==> src/rtl/uart_pkg.sv <==
// uart_pkg: shared types and constants for the UART transmit path.
package uart_pkg;

    // Transmit scheduler states
    typedef enum logic [2:0] {
        IDLE    = 3'd0,
        RD      = 3'd1,
        LAT     = 3'd2,
        PRESENT = 3'd3,
        FLUSH   = 3'd4
    } uart_tx_sched_state_t;

    // Read latency of the TX FIFO; the LAT state covers exactly this one cycle
    localparam int UART_TX_SCHED_LAT = 1;

endpackage

==> src/rtl/uart_sat_cnt.sv <==
// uart_sat_cnt: up-counter with synchronous clear that sticks at all-ones.
module uart_sat_cnt #(
    parameter int W = 8
) (
    input  logic         i_clk,
    input  logic         i_clr,
    input  logic         i_inc,
    output logic [W-1:0] o_cnt
);

    logic [W-1:0] cnt_q;
    logic [W-1:0] cnt_d;

    // Next count: clear has priority, increment stops at the maximum value
    always_comb begin
        cnt_d = cnt_q;
        if (i_clr) begin
            cnt_d = '0;
        end else if (i_inc && (cnt_q != {W{1'b1}})) begin
            cnt_d = cnt_q + W'(1);
        end
    end

    // Count register
    always_ff @(posedge i_clk) begin
        cnt_q <= cnt_d;
    end

    assign o_cnt = cnt_q;

endmodule

==> src/rtl/uart_tx_sched.sv <==
// uart_tx_sched: moves words from the TX FIFO read port to the bit serializer.
// Issues FIFO reads, absorbs the one-cycle read latency, presents each word on
// a valid/ready handshake, and handles flush, watermark and drained interrupts
// plus a saturating parity-error count.
// Optional build macro UART_TX_SCHED_PERR_DROP_EN: when defined, words that
// arrive with the parity flag set are discarded instead of being presented.
module uart_tx_sched
    import uart_pkg::*;
#(
    parameter int FIFO_AW = 2,
    parameter int FIFO_DW = 8,
    parameter int PERR_CW = 8
) (
    input  logic               i_clk,
    input  logic               i_nrst,
    input  logic               i_enable,
    input  logic               i_flush,
    input  logic [FIFO_AW:0]   i_wm_level,
    output logic               o_fifo_rd_req,
    input  logic [FIFO_DW-1:0] i_fifo_data,
    input  logic               i_fifo_parity_error,
    input  logic               i_fifo_empty,
    input  logic [FIFO_AW:0]   i_fifo_used,
    output logic               o_tx_valid,
    output logic [FIFO_DW-1:0] o_tx_data,
    input  logic               i_tx_ready,
    output logic               o_busy,
    output logic               o_irq_wm,
    output logic               o_irq_drained,
    output logic               o_flush_done,
    output logic [PERR_CW-1:0] o_perr_cnt
);

    uart_tx_sched_state_t state_q;
    logic                 rd_req_q;
    logic                 tx_valid_q;
    logic [FIFO_DW-1:0]   tx_data_q;
    logic                 irq_wm_q;
    logic                 irq_drained_q;
    logic                 flush_done_q;

    logic refill_ok;
    logic perr_inc;
    logic perr_drop;

    // Another word may be fetched only while enabled and the FIFO has data
    assign refill_ok = i_enable && !i_fifo_empty;

    // Parity flag is only meaningful in the cycle the read data is valid
    assign perr_inc = (state_q == LAT) && i_fifo_parity_error;

`ifdef UART_TX_SCHED_PERR_DROP_EN
    assign perr_drop = i_fifo_parity_error;
`else
    assign perr_drop = 1'b0;
`endif

    // Scheduler FSM with registered outputs; flush overrides every state but FLUSH
    always_ff @(posedge i_clk) begin
        if (!i_nrst) begin
            state_q       <= IDLE;
            rd_req_q      <= 1'b0;
            tx_valid_q    <= 1'b0;
            tx_data_q     <= '0;
            irq_wm_q      <= 1'b0;
            irq_drained_q <= 1'b0;
            flush_done_q  <= 1'b0;
        end else begin
            rd_req_q      <= 1'b0;
            irq_drained_q <= 1'b0;
            flush_done_q  <= 1'b0;
            irq_wm_q      <= (i_fifo_used <= i_wm_level);

            if (i_flush && (state_q != FLUSH)) begin
                // A handshake in this same cycle still completes (valid and
                // ready were both high); otherwise the held word is dropped.
                state_q    <= FLUSH;
                tx_valid_q <= 1'b0;
            end else begin
                case (state_q)
                    IDLE: begin
                        if (refill_ok) begin
                            state_q  <= RD;
                            rd_req_q <= 1'b1;
                        end
                    end
                    RD: begin
                        state_q <= LAT;
                    end
                    LAT: begin
                        if (perr_drop) begin
                            if (refill_ok) begin
                                state_q  <= RD;
                                rd_req_q <= 1'b1;
                            end else begin
                                state_q <= IDLE;
                            end
                        end else begin
                            tx_data_q  <= i_fifo_data;
                            tx_valid_q <= 1'b1;
                            state_q    <= PRESENT;
                        end
                    end
                    PRESENT: begin
                        if (i_tx_ready) begin
                            tx_valid_q    <= 1'b0;
                            irq_drained_q <= i_fifo_empty;
                            if (refill_ok) begin
                                state_q  <= RD;
                                rd_req_q <= 1'b1;
                            end else begin
                                state_q <= IDLE;
                            end
                        end
                    end
                    FLUSH: begin
                        if (i_fifo_empty) begin
                            flush_done_q <= 1'b1;
                            state_q      <= IDLE;
                        end
                    end
                    default: begin
                        state_q <= IDLE;
                    end
                endcase
            end
        end
    end

    // While flushing, reads track the live empty flag so late writes drain too
    assign o_fifo_rd_req = rd_req_q || ((state_q == FLUSH) && !i_fifo_empty);
    assign o_tx_valid    = tx_valid_q;
    assign o_tx_data     = tx_data_q;
    assign o_busy        = (state_q != IDLE);
    assign o_irq_wm      = irq_wm_q;
    assign o_irq_drained = irq_drained_q;
    assign o_flush_done  = flush_done_q;

    uart_sat_cnt #(
        .W (PERR_CW)
    ) u_perr_cnt (
        .i_clk (i_clk),
        .i_clr (!i_nrst),
        .i_inc (perr_inc),
        .o_cnt (o_perr_cnt)
    );

endmodule
==> config.mk <==
export PLATFORM = sky130hd
export DESIGN_NAME = uart_tx_sched
export DESIGN_NICKNAME = d
export VERILOG_FILES = /design/src/rtl/uart_pkg.sv /design/src/rtl/uart_sat_cnt.sv /design/src/rtl/uart_tx_sched.sv
export SDC_FILE = /design/constraint.sdc
export NUM_CORES = 1
export LEC_CHECK = 0
export CAP_MARGIN = 20
export CORE_ASPECT_RATIO = 0.6
export CORE_MARGIN = 2
export CORE_UTILIZATION = 46
export DETAILED_ROUTE_END_ITERATION = 8
export HOLD_SLACK_MARGIN = 0.06
export MAX_ROUTING_LAYER = met4
export PLACE_DENSITY_LB_ADDON = 0.1
export SYNTH_ARGS = -nofsm -noshare
export SYNTH_HDL_FRONTEND = slang
export SYNTH_SLANG_ARGS = --single-unit
==> constraint.sdc <==
create_clock -name i_clk -period 3.6 [get_ports i_clk]
set_input_delay 0.36 -clock i_clk [delete_from_list [all_inputs] [get_ports i_clk]]
set_output_delay 0.36 -clock i_clk [all_outputs]
set_load 0.02 [all_outputs]
==> results of run 1 <==
## worst min-delay path, delay by kind of cell, from the launching register on
kind             cells  cell delay (ps)
flip-flops           1              320
AO/OA/AOI/OAI        1               60
AND/OR/NAND/NOR      1               50
## report_power, final
part           total (µW)  internal [µW]  switching, µW
Clock                 181           97.6           83.6
Sequential            273            269           4.50
Combinational        60.8           34.9           25.9
## area by class of cell
class | instances | area, µm²
Multi-Input combinational cell | 94 | 568
Clock buffer | 4 | 55.1
Timing Repair Buffer | 42 | 420
Fill cell | 174 | 637
Sequential cell | 24 | 480
Inverter | 8 | 30.0
Tap cell | 30 | 37.5
## cell usage in the layout (no fill, tap or decap), drive strengths merged, types with 2 or more instances in the layout
master,count
and3b,2
ha,4
nand4,2
nor2b,2
clkbuf,4
o21ai,5
a21oi,13
dfxtp,24
o31ai,2
nand2,25
or4,3
or3,2
o21bai,2
nand3,3
nor2,15
inv,7
nor4,2
clkdlybuf4s50,42
## sequential cells by signal (all words and copies together), names as in the netlist
| signal | cells |
|---|---|
| u_perr_cnt.o_cnt | 8 |
| rd_req_q | 1 |
| o_tx_data | 8 |
| o_flush_done | 1 |
| o_tx_valid | 1 |
| o_irq_drained | 1 |
| state_q | 3 |
| o_irq_wm | 1 |
## worst min-delay path by stage
stage | from | end
finish | o_tx_data[4]$_SDFFE_PN0P_ | o_tx_data[4]$_SDFFE_PN0P_
floorplan | i_nrst | o_flush_done$_SDFF_PP0_
CTS | o_tx_data[2]$_SDFFE_PN0P_ | o_tx_data[2]$_SDFFE_PN0P_
global route | o_tx_data[4]$_SDFFE_PN0P_ | o_tx_data[4]$_SDFFE_PN0P_
detailed placement | o_tx_data[2]$_SDFFE_PN0P_ | o_tx_data[2]$_SDFFE_PN0P_
global placement | o_tx_data[5]$_SDFFE_PN0P_ | o_tx_data[5]$_SDFFE_PN0P_
## layer usage
metal / global-route usage (%) / wire (µm)
met5: - / 0
met1: 24.5 / 1160
met2: 34.7 / 1240
met4: 6.53 / 4
met3: 7.53 / 192
## cell families (layout without fill, tap and decap cells)
group           Yosys count  in the layout
mux                       1              1
xor+xnor                  1              1
simple gates             62             62
compound gates           26             26
flops                    24             24
fa+ha+maj                 4              4
buf+inv                  12             54
## metrics by stage
stage	hold slack (ps)	setup slack [ps]	total power [µW]	util, %	cell area [µm²]
floorplan	474	2030	304	-	1110
global placement	445	1450	337	69.0	1540
detailed placement	454	1390	340	69.0	1540
CTS	467	1120	523	71.4	1590
global route	493	987	541	71.4	1590
finish	464	1120	515	71.4	1590
## synthesized netlist by cell type (all sizes together)
cell type and n:
a211oi 1, a21oi 13, a32oi 1, and2 1
and3b 2, buf 3, clkbuf 1, clkinv 1
dfxtp 24, ha 4, inv 7, mux2i 1
nand2 25, nand3 3, nand3b 1, nand4 2
nor2 15, nor2b 2, nor3 1, nor4 2
nor4b 1, o2111ai 1, o21ai 5, o21bai 2
o31ai 2, o32a 1, or2 1, or3 2
or3b 1, or4 3, xor2 1
==> flow_summary.toml, run 1 <==
[floorplan]
initial_utilization_pct = 49.7
io_pins = 43
die_x_um = 67.4
core_um2 = 2230
die-area_um2 = 2830
rows = 13
die_h_um = 42.0

[cells_and_area]
syn_to_final_growth_pct = 43.6
n_antenna_cell = 0
finalNetCount = 198
layout-drive-gt1-share_pct = 5.23
stdcell_count = 202

[sta]
report.final.setup_viol = 0
finalMaxSlewViolations = 0
slew_headroom_pct = 51.3
period_share_pct = 68.9
rsz0062_at_grt = "no"
tightest_slew_ps = 729
fmax_ghz = 0.403
skew_ps = 0.842
setup_tns_ps = 0
hold_viol_final = 0
min_period_ps = 2480

[routing]
drt-pass1-iter-count = 4
dr_total_vias = 1055
ant_nets = 0
wl_per_cell_um = 12.9
drc_errors = 0
drt_iter0_markers = 56
routed_wl_um = 2600
via_per_inst = 5.22

[yosys]
netlist_area_um2 = 1110
ys_ff_latch = 24
synthMuxAreaShare_pct = 0.903
avgSynthCellArea_um2 = 8.53
synth_xor_area_share_pct = 0.790
synthSimpleGateAreaFrac_pct = 29.5
synthCells = 130
ys_seq_area_share_pct = 43.3
synthAdderAreaFrac_pct = 4.51
ys_types = 34
ys_warn_count = 0
synthTopCellsByArea = "dfxtp_1 (43%), nand2_1 (8.5%), a21oi_1 (5.9%)"
yosysTopAreaCell = "dfxtp_1"
yosysTopAreaCellShare_pct = 43.3
synth_nets = 155
synth_top_family_by_area = "simple AND/OR/NAND/NOR gates"
synth_compound_area_share_pct = 15.6

[worst_setup_path]
rr_startpoint = "u_perr_cnt.o_cnt[0]$_SDFFE_PN0P_"
crit_arrival_ps = 2120
worstSetupStartpoint = "state_q[2]$_SDFFE_PN0P_"
r2r-end = "u_perr_cnt.o_cnt[5]$_SDFFE_PN0P_"
path_cells = "or3b_1 -> nor2_1 -> or2_2 -> clkdlybuf4s50_1"
endpoint_kind = "output port"
critPathBufInv = 1
max_stage_delay_ps = 590
crit_path_end = "o_fifo_rd_req"
crit_cells = 4
r2r_cells = 5
r2r_slack_ps = 1870
critPathSlowestCell = "clkdlybuf4s50_1"
worst-path-max-fanout = 7
worstPathRequired_ps = 3240
crit_family = "simple AND/OR/NAND/NOR gates"
crit_type = "register to output port"
crit_path_start_kind = "register"

[cts]
cts_tree = "done"
cts.sinks = 24
cts-resized-gates = 0
cts-root-buf = "clkbuf_8"
cts_buffers = 3
cts_hold_buf = 0
postCtsSetupBuffers = 0
cts.clk_slew.worst_paths_ps = 80
cts_max_level = 1
clk_latency_ps = 260
ctsLongestPathBuffers = 2

[global_route]
grt_pass1_wl_um = 4410
gr-total-overflow = 0
antenna_found_initial = 0
grt_max_degree = 20
grt.total_usage_pct = 21.3
grt_pass1_vias = 1009

[run]
maxCapViolations = 0

[power]
vdd_drop_max_uv = 204
leakage_uw = 0.000575
power.density_nw_per_um2 = 324

[placement]
portBuffers = 42
place_inst = 198
dp_hpwl_um = 1970
gp_congestion = 0.746

[min_path]
hp-class = "register to register"
holdPathStages = 2

[run_status]
status = "completed"
No activity file was read; power rests on OpenSTA's default activity.
==> inputs of run 2 (changes only) <==
--- a/config.mk
+++ b/config.mk
@@ -8,7 +8,7 @@
 export CAP_MARGIN = 20
 export CORE_ASPECT_RATIO = 0.6
 export CORE_MARGIN = 2
-export CORE_UTILIZATION = 46
+export CORE_UTILIZATION = 42
 export DETAILED_ROUTE_END_ITERATION = 8
 export HOLD_SLACK_MARGIN = 0.06
 export MAX_ROUTING_LAYER = met4
==> constraint.sdc (replaced) <==
create_clock -name i_clk -period 2.3 [get_ports i_clk]
set_input_delay 0.23 -clock i_clk [delete_from_list [all_inputs] [get_ports i_clk]]
set_output_delay 0.23 -clock i_clk [all_outputs]
set_load 0.02 [all_outputs]
==> flow_summary.toml, run 2 (same netlist as run 1, synthesis figures left out) <==
[run_status]
status = "completed"

[placement]
place_inst = 206
gp_congestion = 0.832
dp_hpwl_um = 2030
portBuffers = 42
place_ws_ps = 419

[global_route]
gr-total-overflow = 0
grt_pass1_wl_um = 4540
antenna_found_initial = 0
met3_usage_pct = 6.28
met1_usage_pct = 21.4
grt_pass1_vias = 1071
grt_max_degree = 15
grt.total_usage_pct = 19.5
met2_usage_pct = 33.6
busiest_layer = "met2"

[power]
total_power_uw = 812
vdd_drop_max_uv = 394
leakage_uw = 0.000606
power.density_nw_per_um2 = 495

[worst_setup_path]
critPathBufInv = 1
rr_startpoint = "u_perr_cnt.o_cnt[0]$_SDFFE_PN0P_"
path_cells = "or3b_1 -> nor2_1 -> or2_2 -> clkdlybuf4s50_1"
endpoint_kind = "output port"
r2r_cells = 5
r2r_slack_ps = 540
worst-path-max-fanout = 3
worstPathRequired_ps = 2070
crit_type = "register to output port"
critPathSlowestCell = "clkdlybuf4s50_1"
r2r-end = "u_perr_cnt.o_cnt[7]$_SDFFE_PN0P_"
crit_family = "simple AND/OR/NAND/NOR gates"
crit_path_start_kind = "register"
max_stage_delay_ps = 590
crit_arrival_ps = 1860

[floorplan]
rows = 14
die_h_um = 43.8
die-area_um2 = 3080
initial_utilization_pct = 44.3
die_x_um = 70.3
io_pins = 43
core_um2 = 2500

[cells_and_area]
syn_to_final_growth_pct = 47.9
final_common_cell = "clkdlybuf4s50_1"
stdcell_count = 210
finalNetCount = 204
layout-drive-gt1-share_pct = 8.43
most-common-layout-cells = "clkdlybuf4s50_1 (42), nand2_1 (25), dfxtp_1 (24), nor2_1 (14), a21oi_1 (13)"
n_antenna_cell = 0

[min_path]
holdPathStages = 2
worstHoldEndpoint = "o_tx_data[3]$_SDFFE_PN0P_"
hp-class = "register to register"
hp-start = "o_tx_data[3]$_SDFFE_PN0P_"

[sta]
period_share_pct = 91.0
fmax_ghz = 0.478
report.final.setup_viol = 0
setup_tns_ps = 0
skew_ps = 2.29
slew_headroom_pct = 72.1
rsz0062_at_grt = "no"
min_period_ps = 2090
whs_ps = 456
hold_viol_final = 0
finalMaxSlewViolations = 0
tightest_slew_ps = 418
finalWorstSetupSlack_ps = 206

[routing]
wl_per_cell_um = 12.9
drt-pass1-iter-count = 4
drc_errors = 0
routed_wl_um = 2720
ant_nets = 0
drt_iter0_markers = 47
dr_total_vias = 1082
via_per_inst = 5.15

[cts]
cts_max_level = 1
cts.clk_slew.worst_paths_ps = 80
cts_tree = "done"
cts_buffers = 3
cts-root-buf = "clkbuf_8"
ctsLongestPathBuffers = 2
cts-resized-gates = 0
postCtsSetupBuffers = 0
cts.sinks = 24
cts_hold_buf = 0
clk_latency_ps = 260

[run]
maxCapViolations = 0
## run 2: power by group
| group | leakage (µW) | internal, µW | switching (µW) |
|---|---|---|---|
| Clock | 0.0000288 | 153 | 131 |
| Combinational | 0.000383 | 59.1 | 46.2 |
| Sequential | 0.000194 | 420 | 2.03 |
| Total | 0.000606 | 632 | 179 |
## run 2: final cells by class
cell class,count,area (µm²)
fill,212,866
multi-input combinational,94,568
sequential,24,480
timing repair buffer,48,465
clock buffer,4,55.1
tap,32,40.0
inverter,8,30.0
## run 2: worst register-to-register path, cell delays in order, from the launching register on
cell and delay [ps]:
dfxtp_1 360, ha_1 240, nand3_1 130, o2111ai_4 230, or4_1 540, a21oi_1 180
## run 2: through the flow
stage / utilization, % / cell area [µm²]
after detailed placement: 63.2 / 1580
after floorplan: - / 1110
final: 65.4 / 1640
after CTS: 65.4 / 1640
after global placement: 63.2 / 1580
after global routing: 65.4 / 1640
## run 2: how the worst max path moves through the flow
stage | startpoint | end | slack (ps) | depth (start not counted)
finish | state_q[2]$_SDFFE_PN0P_ | o_fifo_rd_req | 210 | 4
global placement | i_fifo_empty | o_fifo_rd_req | 450 | 4
detailed placement | i_fifo_empty | o_fifo_rd_req | 420 | 4
global route | state_q[0]$_SDFFE_PP0P_ | o_fifo_rd_req | 130 | 4
CTS | state_q[2]$_SDFFE_PN0P_ | o_fifo_rd_req | 210 | 4
floorplan | u_perr_cnt.o_cnt[0]$_SDFFE_PN0P_ | u_perr_cnt.o_cnt[1]$_SDFFE_PN0P_ | 730 | 6
## run 2: layer usage
layer | vias up | part of all wire, %
met5 | - | 0
met4 | 0 | 2.2
li1 | 546 | -
met1 | 497 | 47
met3 | 8 | 5.1
met2 | 31 | 46
==> inputs of run 3 (changes only) <==
--- a/config.mk
+++ b/config.mk
@@ -10,6 +10,7 @@
 export CORE_MARGIN = 2
 export CORE_UTILIZATION = 42
 export DETAILED_ROUTE_END_ITERATION = 8
+export GPL_TIMING_DRIVEN = 0
 export HOLD_SLACK_MARGIN = 0.06
 export MAX_ROUTING_LAYER = met4
 export PLACE_DENSITY_LB_ADDON = 0.1
==> flow_summary.toml, run 3 (same netlist as run 1, synthesis figures left out) <==
[sta]
finalWorstSetupSlack_ps = 441
min_period_ps = 1860
setup_tns_ps = 0
slew_headroom_pct = 52.3
period_share_pct = 80.8
tightest_slew_ps = 714
skew_ps = 2.95
hold_viol_final = 0
fmax_ghz = 0.538
finalMaxSlewViolations = 0
rsz0062_at_grt = "no"
report.final.setup_viol = 0

[routing]
routed_wl_um = 2640
ant_nets = 0
wl_per_cell_um = 12.7
via_per_inst = 5.03
drt_iter0_markers = 29
drc_errors = 0
dr_total_vias = 1046
drt-pass1-iter-count = 3

[cells_and_area]
most-common-layout-cells = "clkdlybuf4s50_1 (41), nand2_1 (25), dfxtp_1 (23), nor2_1 (14), a21oi_1 (13)"
finalNetCount = 202
multi_input_area_um2 = 568
syn_to_final_growth_pct = 48.3
layout-drive-gt1-share_pct = 7.39
n_antenna_cell = 0
seqCellArea_um2 = 482
final_common_cell = "clkdlybuf4s50_1"
n_fill_cell = 220

[floorplan]
rows = 14
core_um2 = 2500
io_pins = 43
initial_utilization_pct = 44.3
die_x_um = 70.3
die-area_um2 = 3080
die_h_um = 43.8

[placement]
portBuffers = 42
place_ws_ps = 245
gp_congestion = 0.799
dp_hpwl_um = 1890

[worst_setup_path]
max_stage_delay_ps = 540
path_cells = "buf_4 -> or3_1 -> clkdlybuf4s50_1"
r2r_cells = 6
r2r-end = "u_perr_cnt.o_cnt[1]$_SDFFE_PN0P_"
rr_startpoint = "u_perr_cnt.o_cnt[0]$_SDFFE_PN0P_"
crit_type = "register to output port"
crit_path_start_kind = "register"
endpoint_kind = "output port"
r2r_slack_ps = 710
worstPathRequired_ps = 2070
worst-path-max-fanout = 10
crit_family = "buffers and inverters"
critPathSlowestCell = "clkdlybuf4s50_1"
crit_arrival_ps = 1630
critPathBufInv = 2

[power]
switching_power_uw = 184
clkPwrFrac_pct = 41.1
seq_power_share_pct = 47.7
vdd_drop_max_uv = 268
comb_power_share_pct = 11.2
p_int_uw = 710
power.density_nw_per_um2 = 544
leakage_uw = 0.000615
switching_share_pct = 20.6

[run_status]
status = "completed"

[cts]
cts_tree = "done"
postCtsSetupBuffers = 0
cts.clk_slew.worst_paths_ps = 90
ctsLongestPathBuffers = 2
cts-resized-gates = 1
cts_buffers = 3
cts_max_level = 1
cts.sinks = 24
clk_latency_ps = 260
cts-root-buf = "clkbuf_8"
cts_hold_buf = 0

[min_path]
worstHoldEndpoint = "o_tx_data[3]$_SDFFE_PN0P_"
holdPathStages = 2
hp-class = "register to register"
hp-start = "o_tx_data[3]$_SDFFE_PN0P_"

[run]
maxCapViolations = 0

[global_route]
gr-total-overflow = 0
grt.total_usage_pct = 18.1
grt_pass1_wl_um = 4150
grt_max_degree = 15
antenna_found_initial = 0
grt_pass1_vias = 938
==> run 3: final cells by class <==
cell class	count	area share [%]
multi-input combinational	94	34.6
sequential	24	29.3
timing repair buffer	42	25.7
clock buffer	3	2.51
tap	32	2.44
clock inverter	1	1.83
buffer	4	1.83
inverter	8	1.83
==> run 3: worst min-delay path, stage by stage, from the launching register on <==
cell     delay, ps
dfxtp_1        320
nand2_1         50
a21oi_1         50
==> run 3: how the worst max path moves through the flow <==
stage / depth (start not counted) / start / slack (ps) / endpoint
after floorplan: 6 / u_perr_cnt.o_cnt[0]$_SDFFE_PN0P_ / 730 / u_perr_cnt.o_cnt[1]$_SDFFE_PN0P_
after global placement: 4 / state_q[2]$_SDFFE_PN0P_ / 290 / o_fifo_rd_req
after detailed placement: 4 / state_q[2]$_SDFFE_PN0P_ / 250 / o_fifo_rd_req
after CTS: 5 / state_q[0]$_SDFFE_PP0P_ / 50 / o_fifo_rd_req
after global routing: 5 / state_q[0]$_SDFFE_PP0P_ / 360 / o_fifo_rd_req
final: 3 / state_q[1]$_SDFFE_PP0P_ / 440 / o_busy
==> run 3: metal layers <==
metal  wire length [µm]  up-vias  global-route usage [%]
met4                 49        0                    5.77
met3                181        6                    7.21
met1               1210      468                    20.8
met2               1190       28                    29.2
met5                  0        -                       -
li1                   -      544                       -
==> run 3: power by group through the flow <==
stage          sequential (µW)  clock, µW  combinational, µW
2_1_floorplan              439          0               36.7
3_3_place_gp               436          0               94.6
3_5_place_dp               436          0               97.1
4_1_cts                    426        374                101
5_1_grt                    427        389                108
6_report                   426        367                100
==> run 3: metrics by stage <==
stage | util, % | power (µW) | instances | hold WS (ps) | cell area [µm²]
6_report | 65.6 | 894 | 208 | 458 | 1640
5_1_grt | 65.6 | 925 | 208 | 487 | 1640
4_1_cts | 65.5 | 901 | 208 | 461 | 1640
3_5_place_dp | 62.6 | 533 | 204 | 448 | 1570
3_3_place_gp | 62.6 | 530 | 204 | 443 | 1570
2_1_floorplan | - | 476 | 130 | 344 | 1110
